==> src/rtl/cpu_pkg.sv <==
// Shared CPU-wide types and constants used by the writeback commit slice.
package cpu_pkg;

  localparam int unsigned REG_ADDR_W = 5;

  typedef logic [31:0]           word_t;
  typedef logic [REG_ADDR_W-1:0] reg_addr_t;

  localparam reg_addr_t ZERO_REG  = 5'd0;
  localparam word_t     WORD_ZERO = 32'h0;

endpackage : cpu_pkg

==> src/rtl/regfile_2r1w.sv <==
// Two-read / one-write general-purpose register file.
// $0 is never written and always reads as zero; reads are gated by enables.
// Optional macro WB_BYPASS_EN: a read that hits the address being written this
// cycle returns the write data (write-through) instead of the stored value.
module regfile_2r1w
  import cpu_pkg::*;
#(
  parameter int unsigned NREGS = 32,
  parameter int unsigned DW    = 32,
  localparam int unsigned AW   = $clog2(NREGS)
) (
  input  logic          clk,
  input  logic          rst_n,
  input  logic          we,
  input  logic [AW-1:0] waddr,
  input  logic [DW-1:0] wdata,
  input  logic          re1,
  input  logic [AW-1:0] raddr1,
  output logic [DW-1:0] rdata1,
  input  logic          re2,
  input  logic [AW-1:0] raddr2,
  output logic [DW-1:0] rdata2
);

  logic [DW-1:0] regs [NREGS];
  logic          wr_ok;

  assign wr_ok = we && (waddr != AW'(ZERO_REG));

  // Commit one GPR write per edge; $0 is masked so it stays at its reset value.
  always_ff @(posedge clk or negedge rst_n) begin
    if (!rst_n) begin
      // NOTE: this array is cleared by reset because software relies on every
      // GPR reading zero after reset; that makes it flops, not an SRAM macro.
      for (int i = 0; i < NREGS; i++) regs[i] <= '0;
    end else if (wr_ok) begin
      // NOTE: state updates use non-blocking assignment so every flop samples
      // pre-edge values regardless of block ordering.
      regs[waddr] <= wdata;
    end
  end

  // Read port 1: enable and $0 masking first, then optional write-through.
  always_comb begin
    // NOTE: default first so every path assigns rdata1 and no latch is inferred.
    rdata1 = '0;
    if (re1 && (raddr1 != AW'(ZERO_REG))) begin
`ifdef WB_BYPASS_EN
      if (!rst_n)                         rdata1 = '0;
      else if (wr_ok && waddr == raddr1)  rdata1 = wdata;
      else                                rdata1 = regs[raddr1];
`else
      rdata1 = regs[raddr1];
`endif
    end
  end

  // Read port 2: identical structure to port 1.
  always_comb begin
    rdata2 = '0;
    if (re2 && (raddr2 != AW'(ZERO_REG))) begin
`ifdef WB_BYPASS_EN
      if (!rst_n)                         rdata2 = '0;
      else if (wr_ok && waddr == raddr2)  rdata2 = wdata;
      else                                rdata2 = regs[raddr2];
`else
      rdata2 = regs[raddr2];
`endif
    end
  end

endmodule : regfile_2r1w

==> src/rtl/wb_commit.sv <==
// Writeback commit: consumer end of MEM/WB. Owns the GPR file (via
// regfile_2r1w), the HI/LO pair and the LLbit.
// Optional macro WB_BYPASS_EN: HI/LO/LLbit read-outs and both GPR read ports
// show the value being committed this cycle; otherwise they show storage.
module wb_commit
  import cpu_pkg::*;
#(
  parameter int unsigned NREGS = 32,
  parameter int unsigned DW    = 32,
  localparam int unsigned AW   = $clog2(NREGS)
) (
  input  logic          clk,
  input  logic          rst_n,
  input  logic [AW-1:0] wb_wd,
  input  logic          wb_wreg,
  input  logic [DW-1:0] wb_wdata,
  input  logic          wb_whilo,
  input  logic [DW-1:0] wb_hi,
  input  logic [DW-1:0] wb_lo,
  input  logic          wb_LLbit_we,
  input  logic          wb_LLbit_value,
  input  logic          flush,
  input  logic          re1,
  input  logic [AW-1:0] raddr1,
  output logic [DW-1:0] rdata1,
  input  logic          re2,
  input  logic [AW-1:0] raddr2,
  output logic [DW-1:0] rdata2,
  output logic [DW-1:0] hi_o,
  output logic [DW-1:0] lo_o,
  output logic          LLbit_o
);

  logic [DW-1:0] hi_q;
  logic [DW-1:0] lo_q;
  logic          llbit_q;
  logic          llbit_d;

  regfile_2r1w #(
    .NREGS (NREGS),
    .DW    (DW)
  ) u_regfile (
    .clk    (clk),
    .rst_n  (rst_n),
    .we     (wb_wreg),
    .waddr  (wb_wd),
    .wdata  (wb_wdata),
    .re1    (re1),
    .raddr1 (raddr1),
    .rdata1 (rdata1),
    .re2    (re2),
    .raddr2 (raddr2),
    .rdata2 (rdata2)
  );

  // Next LLbit: a flush always breaks the link, even against a same-cycle set.
  always_comb begin
    llbit_d = llbit_q;
    if (flush)            llbit_d = 1'b0;
    else if (wb_LLbit_we) llbit_d = wb_LLbit_value;
  end

  // HI and LO commit together; there is no partial write.
  always_ff @(posedge clk or negedge rst_n) begin
    if (!rst_n) begin
      hi_q <= '0;
      lo_q <= '0;
    end else if (wb_whilo) begin
      hi_q <= wb_hi;
      lo_q <= wb_lo;
    end
  end

  // LLbit register.
  always_ff @(posedge clk or negedge rst_n) begin
    if (!rst_n) llbit_q <= 1'b0;
    else        llbit_q <= llbit_d;
  end

`ifdef WB_BYPASS_EN
  // Write-through read-outs; forced to zero while reset is held.
  always_comb begin
    hi_o    = '0;
    lo_o    = '0;
    LLbit_o = 1'b0;
    if (rst_n) begin
      hi_o    = wb_whilo ? wb_hi : hi_q;
      lo_o    = wb_whilo ? wb_lo : lo_q;
      LLbit_o = llbit_d;
    end
  end
`else
  assign hi_o    = hi_q;
  assign lo_o    = lo_q;
  assign LLbit_o = llbit_q;
`endif

endmodule : wb_commit

==> config.mk <==
export PLATFORM = sky130hd
export DESIGN_NAME = wb_commit
export DESIGN_NICKNAME = d
export VERILOG_FILES = /design/src/rtl/cpu_pkg.sv /design/src/rtl/regfile_2r1w.sv /design/src/rtl/wb_commit.sv
export SDC_FILE = /design/constraint.sdc
export NUM_CORES = 2
export LEC_CHECK = 0
export CAP_MARGIN = 20
export CORE_ASPECT_RATIO = 1.2
export CORE_UTILIZATION = 55
export CTS_CLUSTER_SIZE = 10
export DETAILED_ROUTE_END_ITERATION = 16
export PLACE_DENSITY = 0.82
export SETUP_SLACK_MARGIN = 0.5
export SKIP_LAST_GASP = 1
export SLEW_MARGIN = 15
export SYNTH_ARGS = -nofsm -noshare
export SYNTH_HDL_FRONTEND = slang
export SYNTH_SLANG_ARGS = --single-unit
==> constraint.sdc <==
create_clock -name clk -period 1.8 [get_ports clk]
set_input_delay 0.18 -clock clk [delete_from_list [all_inputs] [get_ports clk]]
set_output_delay 0.18 -clock clk [all_outputs]
set_load 0.01 [all_outputs]
==> insert_results.sql <==
INSERT INTO impl_metrics (metric_group, metric, value, unit) VALUES
('run_status', 'outcome', 'finished, violations left', ''),
('run_status', 'failed_checks', 'setup timing', ''),
('clock_network', 'clock_transition_time_at_the_flip_flop_clock_pins_of_the_worst_setup_and_hold_paths', '50', 'ps'),
('place', 'dpl.hpwl', '121000', 'microns'),
('logic_synthesis', 'yosysSeqAreaShare', '48.4', '%'),
('logic_synthesis', 'post_synth_main_area_contributors', 'sky130_fd_sc_hd__dfrtp_1, sky130_fd_sc_hd__mux2_2, sky130_fd_sc_hd__mux4_2', ''),
('power', 'pwr_density_cell', '1020', 'nW/um^2'),
('finish', 'final_layout_size_suffix_gt1_share', '63.4', '%'),
('worst_setup_path', 'path_max_fanout', '2', ''),
('logic_synthesis', 'synth_top_area_cell', 'sky130_fd_sc_hd__dfrtp_1', ''),
('floorplanning', 'starting_density', '55.5', '%'),
('floorplanning', 'dieWidth', '294', 'microns'),
('detailed_routing', 'drt-wirelength-per-cell', '32.4', 'microns'),
('worst_setup_path', 'crit_path_max_delay_cell_type', 'sky130_fd_sc_hd__mux4_2', ''),
('clock_network', 'cts_made_buffers', '120', ''),
('timing', 'worst_slack', '-1040', 'ps'),
('timing', 'timing.final.setup_violations', '64', ''),
('power', 'peakVddDrop', '0.893', 'mV'),
('floorplanning', 'floorplan.rows', '128', ''),
('worst_setup_path', 'critical_path.startpoint_type', 'flop', ''),
('logic_synthesis', 'netlist.area_leader.share', '48.4', '%'),
('worst_setup_path', 'required', '1620', 'ps'),
('clock_network', 'ctsHtreeMaxLevel', '3', ''),
('finish', 'area.sequential', '27300', 'sq um'),
('place', 'gpl.final_weighted_congestion', '0.901', ''),
('finish', 'nNetsFinal', '4541', ''),
('clock_network', 'cts-root-to-sink-buffers', '3', ''),
('detailed_routing', 'detail-route-antenna-nets', '0', ''),
('finish', 'post-route-util', '70.9', '%'),
('logic_synthesis', 'synth_cells', '3665', ''),
('power', 'leakage', '31.8', 'nW'),
('place', 'post_dp_cell_area', '67700', 'sq um'),
('timing', 'hold_violations', '0', ''),
('job', 'max_capacitance_violation_count', '0', ''),
('worst_hold_path', 'hold_path.class', 'in2reg', ''),
('worst_setup_path', 'worstPathBufferInverterCount', '3', ''),
('detailed_routing', 'route.detailed.vias_per_inst', '6.97', ''),
('worst_setup_path', 'cp_cell_sequence', 'mux4_2 > a22o_4 > a2111oi_4 > buf_4 > a211oi_4 > buf_6 > buf_6', ''),
('logic_synthesis', 'asyncSetResetFlopFracSynth', '100', '%'),
('global_route', 'first_global_vias', '43812', ''),
('timing', 'post-route-period-util', '158', '%'),
('floorplanning', 'die_h', '353', 'microns'),
('place', 'port_buffers', '248', ''),
('logic_synthesis', 'mappedNetlistNets', '3785', ''),
('logic_synthesis', 'synth_top_flop_cell', 'sky130_fd_sc_hd__dfrtp_1', ''),
('finish', 'layout-area-overhead-vs-synth', '27.9', '%'),
('logic_synthesis', 'synth_cell_types', '40', ''),
('worst_setup_path', 'critical-path-max-stage-delay', '530', 'ps'),
('detailed_routing', 'first_iter_violations', '4727', ''),
('worst_setup_path', 'signal_arrival_time_at_the_worst_endpoint', '2660', 'ps'),
('timing', 'max_clock_freq', '352', 'MHz'),
('timing', 'grt_setup_unrepaired', 'yes', ''),
('floorplanning', 'design.die.area', '104000', 'sq um'),
('logic_synthesis', 'avgSynthCellArea', '15.4', 'sq um'),
('logic_synthesis', 'synth_edf_count', '0', ''),
('floorplanning', 'pin_count', '249', ''),
('finish', 'layout.filler_cells', '6174', ''),
('worst_setup_path', 'setup.worst_path.class', 'reg2out', ''),
('timing', 'worst_slew_pin_slew', '849', 'ps'),
('timing', 'max_slew_margin', '43.4', '%'),
('logic_synthesis', 'post_synth_instance_area', '56300', 'sq um'),
('worst_setup_path', 'worst_r2r_startpoint', 'u_regfile.regs[579]', ''),
('clock_network', 'clock_insertion_delay_worst_skew', '730', 'ps'),
('worst_setup_path', 'crit_path_end_kind', 'output pin', ''),
('timing', 'final_clock_skew', '0', 'ps'),
('timing', 'post-route-min-period', '2840', 'ps'),
('detailed_routing', 'detailroute.via_count', '40504', ''),
('global_route', 'grt_first_pass_wirelength', '282000', 'microns'),
('place', 'dpl_worst_slack', '-1650', 'ps'),
('worst_setup_path', 'worst_path_dominant_cell_family', 'compound AO/OA/AOI/OAI gates', ''),
('detailed_routing', 'dr.pass1.iters', '5', '');
[per-layer routing]
metal	up-vias	track usage [%]	routed length (microns)
li1	15716	-	-
met1	21418	47.5	68200
met2	2643	56.7	88700
met3	727	9.00	19400
met4	0	21.5	12000
met5	-	0	0
[worst paths after layout]
check	cells past startpoint	end	slack, ps
max in group asynchronous	3	u_regfile.regs[317]	860
min in group asynchronous	3	u_regfile.regs[142]	420
worst max-delay path	7	rdata2[7]	-1040
worst min register to register	0	u_regfile.regs[1022]	400
worst min-delay path	2	hi_o[14]	60
worst max register to register	4	u_regfile.regs[579]	660
[area by class of cell]
cell class,instances,share of cell area [%]
Multi-Input combinational cell,2148,40.5
Inverter,1,0.00521
Clock inverter,1,0.0278
Antenna cell,1,0.00347
Clock buffer,143,4.48
Tap cell,1365,2.37
Sequential cell,1089,37.8
Timing Repair Buffer,1061,14.8
[sequential cells by signal, indices dropped and copies added (netlist names)]
signal          cells
LLbit_o             1
u_regfile.regs   1024
lo_o               32
hi_o               32
[cell usage in the layout (no fill, tap or decap), drive strengths merged, types with 32 or more instances in the layout]
cell           synthesis  layout
o22ai                 56      56
mux4                 449     449
nand2                 49      49
a22oi                 63      63
dfrtp               1089    1089
clkbuf               236     144
a31oi                 32      32
buf                  191     950
mux2i                166     166
mux2                1088    1088
a21oi                 32      32
clkdlybuf4s50          0     101
[repair_timing]
item	CTS	global route
pin swaps	101	45
setup endpoints to repair	780	1091
gates resized for setup	652	80
hold endpoints to repair	922	0
hold buffers	2	0
gates cloned	0	1
buffers inserted	38	19
[through the flow]
step | total power, mW | cells | hold WS, ps
final | 73.5 | 5809 | 59.2
after global routing | 75.8 | 5808 | 75.5
after CTS | 72.7 | 5788 | 29.8
after detailed placement | 50.3 | 5604 | 384
after global placement | 49.4 | 5604 | 378
after floorplan | 42.8 | 3665 | -116
[where the power goes]
part / leakage, nW / switching, mW / internal, mW / total, mW
Clock: 1.59 / 9.65 / 12.3 / 21.9
Combinational: 16.4 / 7.32 / 11.7 / 19.0
Sequential: 13.9 / 3.50 / 29.0 / 32.5
[logic make-up (layout without fill, tap and decap cells)]
family	count (synthesis)	after routing	share of synthesized area, %
DFF	1089	1089	48.4
other	0	1	0
buffers and inverters	428	1206	3.47
muxes	1703	1703	42.7
and+or+nand+nor	102	102	0.860
AOI/OAI and AO/OA	343	343	4.63
Power figures use the tool's default switching activity.
